==> config.mk <==
export PLATFORM = sky130hd
export DESIGN_NAME = bus_arbiter
export DESIGN_NICKNAME = d
export VERILOG_FILES = /design/src/rtl/bus_pkg.sv /design/src/rtl/bus_arbiter_rr_select.sv /design/src/rtl/bus_arbiter.sv
export SDC_FILE = /design/constraint.sdc
export NUM_CORES = 1
export LEC_CHECK = 0
export BUFFER_PORTS_ARGS = -buffer_cell sky130_fd_sc_hd__buf_2
export CORE_MARGIN = 2
export CORE_UTILIZATION = 35
export CTS_CLUSTER_DIAMETER = 150
export CTS_CLUSTER_SIZE = 24
export DETAILED_ROUTE_END_ITERATION = 8
export HOLD_SLACK_MARGIN = 0.03
export PLACE_DENSITY_LB_ADDON = 0.2
export SLEW_MARGIN = 20
export SYNTH_ARGS = -nofsm -noshare
export SYNTH_HDL_FRONTEND = slang
export SYNTH_HIERARCHICAL = 1
export SYNTH_SLANG_ARGS = --single-unit
==> constraint.sdc <==
create_clock -name clock -period 3.19 [get_ports clock]
set_input_delay 0.638 -clock clock [delete_from_list [all_inputs] [get_ports clock]]
set_output_delay 0.638 -clock clock [all_outputs]
set_load 0.005 [all_outputs]
==> src/rtl/bus_pkg.sv <==
// Shared types and sizing helpers for the round-robin bus arbiter.
package bus_pkg;

  typedef enum logic [2:0] {
    ARB_IDLE,
    ARB_GRANT,
    ARB_WAIT_BEGIN,
    ARB_BUSY,
    ARB_ERROR
  } arb_state_e;

  localparam int DEFAULT_NUM_MASTERS    = 4;
  localparam int DEFAULT_TIMEOUT_CYCLES = 256;
  localparam int DEFAULT_BEGIN_TIMEOUT  = 16;

  // A single master still needs a one-bit owner index.
  function automatic int owner_w(input int n);
    return (n <= 2) ? 1 : $clog2(n);
  endfunction

  function automatic int cnt_w(input int a, input int b);
    return (a > b) ? $clog2(a) : $clog2(b);
  endfunction

endpackage

==> src/rtl/bus_arbiter_rr_select.sv <==
// Combinational round-robin pick: first set request at or above ptr, wrapping.
module rr_select
  import bus_pkg::*;
#(
  parameter int N = DEFAULT_NUM_MASTERS,
  parameter int W = owner_w(N)
) (
  input  logic [N-1:0] req,
  input  logic [W-1:0] ptr,
  output logic [W-1:0] winner,
  output logic         valid
);

  logic [2*N-1:0] dbl;
  logic [N-1:0]   rot;
  logic [W:0]     sum;

  // rot[i] is the request of master (ptr + i) mod N.
  assign dbl = {req, req} >> ptr;
  assign rot = dbl[N-1:0];

  always_comb begin
    winner = '0;
    valid  = 1'b0;
    sum    = '0;
    // Scan downward so the smallest offset from ptr is the last one written.
    for (int i = N - 1; i >= 0; i--) begin
      if (rot[i]) begin
        sum = {1'b0, ptr} + (W + 1)'(i);
        if (sum >= (W + 1)'(N)) begin
          sum = sum - (W + 1)'(N);
        end
        winner = sum[W-1:0];
        valid  = 1'b1;
      end
    end
  end

endmodule

==> src/rtl/bus_arbiter.sv <==
// Round-robin bus arbiter with grant pulse, ownership tracking and watchdogs.
module bus_arbiter
  import bus_pkg::*;
#(
  parameter  int NUM_MASTERS    = DEFAULT_NUM_MASTERS,
  parameter  int TIMEOUT_CYCLES = DEFAULT_TIMEOUT_CYCLES,
  parameter  int BEGIN_TIMEOUT  = DEFAULT_BEGIN_TIMEOUT,
  localparam int OWNER_W        = owner_w(NUM_MASTERS),
  localparam int CNT_W          = cnt_w(TIMEOUT_CYCLES, BEGIN_TIMEOUT)
) (
  input  logic                   clock,
  input  logic                   reset,
  input  logic [NUM_MASTERS-1:0] bus_request,
  input  logic                   begin_transaction,
  input  logic                   end_transaction,
  output logic [NUM_MASTERS-1:0] bus_aquire,
  output logic                   bus_error,
  output logic [OWNER_W-1:0]     owner_id,
  output logic                   bus_busy,
  output arb_state_e             dbg_state
);

  // Handshake: a master holds bus_request high until it sees its one-cycle
  // bus_aquire pulse; it then strobes begin_transaction, and the bus is
  // released by end_transaction (or withdrawal / timeout / watchdog).

  localparam logic [CNT_W-1:0] BEGIN_LAST = CNT_W'(BEGIN_TIMEOUT - 1);
  localparam logic [CNT_W-1:0] BUSY_LAST  = CNT_W'(TIMEOUT_CYCLES - 1);

  arb_state_e             state_q, state_d;
  logic [OWNER_W-1:0]     owner_q, owner_d;
  logic [OWNER_W-1:0]     rr_ptr_q, rr_ptr_d;
  logic [CNT_W-1:0]       cnt_q, cnt_d;
  logic [NUM_MASTERS-1:0] aquire_q, aquire_d;
  logic                   error_q, error_d;
  logic                   busy_q, busy_d;

  logic [OWNER_W-1:0]     win_id;
  logic                   win_valid;
  logic                   owner_req;
  logic [CNT_W-1:0]       cnt_inc;

  rr_select #(
    .N (NUM_MASTERS),
    .W (OWNER_W)
  ) u_rr_select (
    .req    (bus_request),
    .ptr    (rr_ptr_q),
    .winner (win_id),
    .valid  (win_valid)
  );

  assign owner_req = |(bus_request & (NUM_MASTERS'(1) << owner_q));
  assign cnt_inc   = (&cnt_q) ? cnt_q : cnt_q + 1'b1;

  always_comb begin
    state_d  = state_q;
    owner_d  = owner_q;
    rr_ptr_d = rr_ptr_q;
    cnt_d    = cnt_q;
    case (state_q)
      ARB_IDLE: begin
        if (win_valid) begin
          state_d  = ARB_GRANT;
          owner_d  = win_id;
          rr_ptr_d = (win_id == OWNER_W'(NUM_MASTERS - 1)) ? '0 : win_id + 1'b1;
        end
      end
      // A begin strobe arriving during the grant pulse is honoured immediately.
      ARB_GRANT, ARB_WAIT_BEGIN: begin
        if (begin_transaction) begin
          state_d = end_transaction ? ARB_IDLE : ARB_BUSY;
          cnt_d   = '0;
        end else if (state_q == ARB_GRANT) begin
          state_d = ARB_WAIT_BEGIN;
          cnt_d   = '0;
        end else if (!owner_req || cnt_q == BEGIN_LAST) begin
          state_d = ARB_IDLE;
        end else begin
          cnt_d = cnt_inc;
        end
      end
      ARB_BUSY: begin
        if (end_transaction) begin
          state_d = ARB_IDLE;
        end else if (cnt_q == BUSY_LAST) begin
          state_d = ARB_ERROR;
        end else begin
          cnt_d = cnt_inc;
        end
      end
      ARB_ERROR: state_d = ARB_IDLE;
      default:   state_d = ARB_IDLE;
    endcase

    aquire_d = (state_q == ARB_IDLE && win_valid) ? (NUM_MASTERS'(1) << win_id) : '0;
    error_d  = (state_d == ARB_ERROR);
    busy_d   = (state_d != ARB_IDLE);
  end

  always_ff @(posedge clock or negedge reset) begin
    if (!reset) begin
      state_q  <= ARB_IDLE;
      owner_q  <= '0;
      rr_ptr_q <= '0;
      cnt_q    <= '0;
      aquire_q <= '0;
      error_q  <= 1'b0;
      busy_q   <= 1'b0;
    end else begin
      state_q  <= state_d;
      owner_q  <= owner_d;
      rr_ptr_q <= rr_ptr_d;
      cnt_q    <= cnt_d;
      aquire_q <= aquire_d;
      error_q  <= error_d;
      busy_q   <= busy_d;
    end
  end

  assign bus_aquire = aquire_q;
  assign bus_error  = error_q;
  assign owner_id   = owner_q;
  assign bus_busy   = busy_q;
  assign dbg_state  = state_q;

endmodule
==> results of run 1 <==
## registers in the layout, summed over array words and instances (netlist names)
signal,cells
owner_id,2
dbg_state,3
rr_ptr_q,2
bus_error,1
bus_aquire,4
bus_busy,1
cnt_q,8
## metrics by stage
step	hold slack (ns)	power [mW]	setup WS (ns)
floorplan	0.342	0.785	1.19
global placement	0.545	0.906	0.947
detailed placement	0.549	0.923	0.895
CTS	0.279	1.06	1.13
global route	0.281	1.14	0.989
finish	0.265	1.04	1.14
## power breakdown
part           internal [mW]  total [mW]  switching, mW
registers              0.340       0.422         0.0816
clock network         0.0468       0.130         0.0827
logic                  0.240       0.491          0.251
## final cells by class
type,count,area (um^2),area share
clock inverters,1,5.00,0.00355
clock buffers,3,22.5,0.0160
inverters,9,33.8,0.0240
multi-input cells,95,661,0.469
well taps,46,57.6,0.0408
repair buffers,20,105,0.0745
flip-flops and latches,21,526,0.373
## layout by cell type (no fill, tap or decap), types with 2 or more instances in the layout
cell      instances
a21oi_1          11
buf_2            18
o21ai_0           3
and2_1            4
and3_1            3
buf_4             2
ha_1              5
and3_2            3
mux2_2            4
dfrtp_1          21
mux2_1            2
nand3_1           7
nor2b_1           2
nand4_1           2
nand2_1           4
nand2b_1          5
nor2_1           12
clkbuf_4          3
inv_1             9
nor4b_1           2
a31oi_1           4
## path summary, 6_finish.rpt
check,slack [ns],to
hold / removal,0.27,cnt_q[2]
setup / recovery,1.14,cnt_q[3]
min in group clock,0.57,bus_error
max in group asynchronous,2.61,bus_aquire[2]
setup reg to reg,1.14,cnt_q[3]
hold reg to reg,0.57,owner_id[1]
## cell families (layout without fill, tap and decap cells)
| group | after synthesis | count (layout) |
|---|---|---|
| AND/OR/NAND/NOR | 50 | 50 |
| AO/OA/AOI/OAI | 31 | 31 |
| XOR/XNOR | 1 | 1 |
| multiplexers | 8 | 8 |
| adder cells (fa/ha/maj) | 5 | 5 |
| flip-flops | 21 | 21 |
| buffers and inverters | 13 | 33 |
## metal layers
metal,part of all wire,up-vias,global-route usage
li1,-,509,-
met1,0.46,489,0.171
met2,0.48,22,0.217
met3,0.056,2,0.0458
met4,0.0041,0,0.0163
met5,0,-,0
==> run metrics, run 1 <==
complex-gate fraction of the synthesized area=0.165; maximum vdd drop=0.340 mV; crit path kind=flip-flop to flip-flop; Placed Cells incl. Taps=about 190; Antenna diodes=0; clk sinks=21; status=completed; Post-CTS Hold Fix Bufs=0; CTS resizes=0; DR WL/cell=between 10 and 15 um; I/O Buffers=18; Worst-Skew Late Latency=about 0.30 ns; synth unique cells=43; post-synth top area share=0.417; vias per inst=between 5 and 6; vias in the first global route=between 900 and 1000; top achievable clock speed=just under 500 MHz; fin crit period=about 2 ns; DRT iter0 DRCs=86; # rows=21; Clock Pin Slew Worst Setup and Hold Paths=~0.12 ns; Yosys top cell by area=dfrtp_1; skew final=0.00192 ns; Vias=~1000; CP Cell Sequence=ha_1 > nand3_1 > o31ai_2 > a211oi_2 > nand3_1 > mux2_1; Final nets=163; Slew Viols, Final=0; GR Util All Layers=0.132; most frequent cell after synthesis=dfrtp_1; Die W=between 60 and 70 um; largest family of logic cells by synthesized area=simple AND/OR/NAND/NOR gates; Final Cell Area=about 0.0014 mm^2; Bufs and invs on worst path=0; initial antenna violation count=0; CTS tree=built; max_cap viols=0; io pins=19; Synth Area in Simple Gates=0.220; buffer depth of the longest clock path=2; Post-Synth XOR/XNOR Area=0.00695; Synth Area per Inst=9.77 um^2; Post-synth EDFFs=0; Startpoint Class=flip-flop; WL final=roughly 2500 um; Synth top cells by count=dfrtp_1, nor2_1, a21oi_1; Synth warnings=6; Slowest-stage cell, CP=a211oi_2; Leak=a little over 0.7 nW; worst-case reg-to-reg path depth=6; most frequent cell on the critical path=nand3_1; Required @ worst endpoint=3.39 ns; total gr overflow=0; Cell Pwr Density=around 740 mW/mm^2; RSZ-0062 raised after global routing=no; largest net degree at the start of global routing=22; Most used DFF post-synth=dfrtp_1; root buffer cell=clkbuf_4; setup bufs post-CTS=0; Die Area=0.00410 mm^2; final hold vios=0; GPL Wtd Cong=a little under 0.9; Seq/Total Area, Yosys=0.417; layout cells sized above 1=0.242; Synth Instances=between 100 and 150; post-synthesis mux area share=0.0824; Hold Crit Class=input port to asynchronous set/reset pin; H-tree depth=1; register bit count reported by yosys=21; Slew headroom=0.631; Post-DRT Antenna Nets=0; first-pass GRT wire length=about 4300 um; die outline height=roughly 64 um; First-pass DRT Iterations=4; Synth area leaders=dfrtp_1, ha_1, a21oi_1; final setup fails=0; drt drc=0; CP max stage delay=just over 0.5 ns; CP max FO=9; Synth Cell Area=0.00126 mm^2; Layout Cells excl Fill=between 150 and 200; Worst Max-Slew Pin Slew=roughly 0.55 ns; Worst EP arrival=~2.3 ns; critical path capture point type=flip-flop; reg-to-reg startpoint=cnt_q[0]; CP Depth=6; placed cell area=0.00138 mm^2; total negative slack=0 ns; Synthesized Nets=about 140; Area Growth Syn to Fin=11.9%; delay-heaviest family, CP=compound AO/OA/AOI/OAI gates; Final HPWL DP=1870 um; Final Cycle Share=0.642; cts bufs inserted=3; Post-synth ARST share=1.00; CORE AREA=approximately 0.0034 mm^2; Initial Util=0.372; Synth Area in Adders=0.0497; Setup crit start=cnt_q[0]; final core occ=0.416; # fillers=between 300 and 400
Power figures use the tool's default switching activity.
==> run 2: changes to the inputs <==
clock period = 1.76 ns   (was 3.19 ns; I/O delays follow)
==> run 2 against run 1 <==
Net effect: largest power group unchanged; the flow now finishes with violations (negative setup slack); first-iteration DRC count shrank 15%; combinational power grew to 2.8 times the previous value; sequential cell count is the same; clock skew grew 0.0014 ns; core utilization grew 9.5 points; hold slack gained 0.013 ns; largest cell class unchanged.
==> run metrics, run 2 (synthesized netlist as in run 1, its figures left out) <==
# fillers=331 (was 348); failing checks=negative setup slack; top achievable clock speed=567 MHz (was 488 MHz); first-pass GRT wire length=5070 um (was 4290 um); H-tree depth=1 (unchanged); Final Cycle Share=1.00 (was 0.642); skew final=0.00333 ns (was 0.00192 ns); switching portion of total power=0.382 (was 0.398); sequential share of power=0.304 (was 0.404); CP max stage delay=0.42 ns (was 0.51 ns); met2 routed WL=1430 um (was 1180 um); Met3 Wirelength=128 um (was 137 um); Final nets=195 (was 163); Die W=64 um (unchanged); die outline height=64 um (unchanged); Cell Pwr Density=1370 mW/mm^2 (was 739 mW/mm^2); Clock Pin Slew Worst Setup and Hold Paths=0.14 ns (was 0.12 ns); Placed Cells incl. Taps=220 (was 191); Layout Cells excl Fill=227 (was 195); clk sinks=21 (unchanged); Bufs and invs on worst path=0 (unchanged); CTS tree=built (unchanged); cts bufs inserted=3 (unchanged); Final Power=2.36 mW (was 1.04 mW); crit path kind=flip-flop to flip-flop (unchanged); total gr overflow=0 (unchanged); vias per inst=5.15 (was 5.24); Leak=0.860 nW (was 0.708 nW); Worst-Skew Late Latency=0.31 ns (was 0.30 ns); DR WL/cell=13.3 um (was 12.6 um); detailed-route wire length on metal 1=1430 um (was 1140 um); most frequent cells in the layout=buf_4, dfrtp_1, buf_2 (was dfrtp_1, buf_2, nor2_1); final hold slack=0.279 ns (was 0.265 ns); status=finished with violations (was completed); io pins=19 (unchanged); final setup fails=2 (was 0); WL final=3020 um (was 2460 um); largest net degree at the start of global routing=22 (unchanged); Worst EP arrival=1.97 ns (was 2.25 ns); Vias=1170 (was 1022); fin crit period=1.76 ns (was 2.05 ns); buffer depth of the longest clock path=2 (unchanged); Slew headroom=0.670 (was 0.631); CP max FO=6 (was 9); Final HPWL DP=2290 um (was 1870 um); GR Util All Layers=0.159 (was 0.132); DRT iter0 DRCs=73 (was 86); Post-DRT Antenna Nets=0 (unchanged); Worst Max-Slew Pin Slew=0.496 ns (was 0.550 ns); P_int=1.46 mW (was 0.627 mW); Largest register FFs=8 (unchanged); CORE AREA=0.00339 mm^2 (unchanged); Hold Crit Class=input port to flip-flop (was input port to asynchronous set/reset pin); Comb pwr share=0.589 (was 0.471); First-pass DRT Iterations=4 (unchanged); maximum vdd drop=0.648 mV (was 0.340 mV); I/O Buffers=18 (unchanged); RSZ-0062 raised after global routing=yes (was no); max_cap viols=0 (unchanged); CP Cell Sequence=mux4_2 > o31ai_4 > a211oi_4 > nand3_1 > mux2_1 (was ha_1 > nand3_1 > o31ai_2 > a211oi_2 > nand3_1 > mux2_1); Required @ worst endpoint=1.97 ns (was 3.39 ns); root buffer cell=clkbuf_4 (unchanged); Slew Viols, Final=0 (unchanged); delay-heaviest family, CP=multiplexers (was compound AO/OA/AOI/OAI gates); critical path capture point type=flip-flop (unchanged); Startpoint Class=flip-flop (unchanged); Area Growth Syn to Fin=37.4% (was 11.9%); Die Area=0.00410 mm^2 (unchanged); most flop-heavy register=cnt_q (unchanged); final hold vios=0 (unchanged); total negative slack=-0.00594 ns (was 0 ns); Slowest-stage cell, CP=dfrtp_1 (was a211oi_2); GPL Wtd Cong=0.858 (was 0.872); Antenna diodes=0 (unchanged); # rows=21 (unchanged); initial antenna violation count=0 (unchanged); commonest non-fill, non-tap cell in the layout=buf_4 (was dfrtp_1); drt drc=0 (unchanged); vias in the first global route=1095 (was 917); Top Metal Used=met4 (unchanged); Initial Util=0.372 (unchanged); net load switching power=0.904 mW (was 0.415 mW); clock group share of total power=0.107 (was 0.124); final worst slack=-0.00376 ns (was 1.14 ns); layout cells sized above 1=0.436 (was 0.242)
-- run 2: routing by layer --
metal,GRT usage,vias up
met5,0,-
met4,0.0489,0
met2,0.242,34
met3,0.0246,2
met1,0.230,566
li1,-,568
-- run 2: power groups by stage --
stage / combinational, mW / sequential [mW] / clock [mW]
after global placement: 1.23 / 0.724 / 0
after CTS: 1.35 / 0.720 / 0.262
after floorplan: 0.715 / 0.718 / 0
after global routing: 1.55 / 0.739 / 0.294
after detailed placement: 1.27 / 0.730 / 0
final: 1.39 / 0.720 / 0.252
-- run 2: path summary, 6_finish.rpt --
kind	from	to	slack, ns	cells past startpoint
setup / recovery	owner_id[0]	cnt_q[3]	-0.004	5
hold / removal	end_transaction	dbg_state[2]	0.28	2
setup reg to reg	owner_id[0]	cnt_q[3]	-0.004	5
hold reg to reg	cnt_q[2]	cnt_q[2]	0.62	2
max in group asynchronous	reset	cnt_q[6]	0.91	2
min in group asynchronous	reset	bus_aquire[2]	0.52	2
-- run 2: cell type report --
type | instances | area, um^2 | share of cell area
multi-input combinational | 95 | 737 | 0.426
sequential | 21 | 526 | 0.303
timing repair buffer | 52 | 348 | 0.201
tap | 46 | 57.6 | 0.0332
inverter | 9 | 33.8 | 0.0195
clock buffer | 3 | 22.5 | 0.0130
clock inverter | 1 | 7.51 | 0.00434
-- run 2: through the flow --
| stage | area (um^2) | utilization | setup WS (ns) |
|---|---|---|---|
| floorplan | 1270 | - | -0.00248 |
| global placement | 1610 | 0.474 | -0.0878 |
| detailed placement | 1610 | 0.474 | -0.127 |
| CTS | 1690 | 0.498 | -0.0346 |
| global route | 1730 | 0.511 | -0.0898 |
| finish | 1730 | 0.511 | -0.00376 |
-- run 2: timing repair --
item | in CTS | in global routing
hold buffers | 1 | 0
setup endpoints to repair | 7 | 11
pin swaps | 6 | 5
resized for setup | 6 | 9
endpoints found under the hold margin | 21 | 0
buffers inserted | 1 | 1
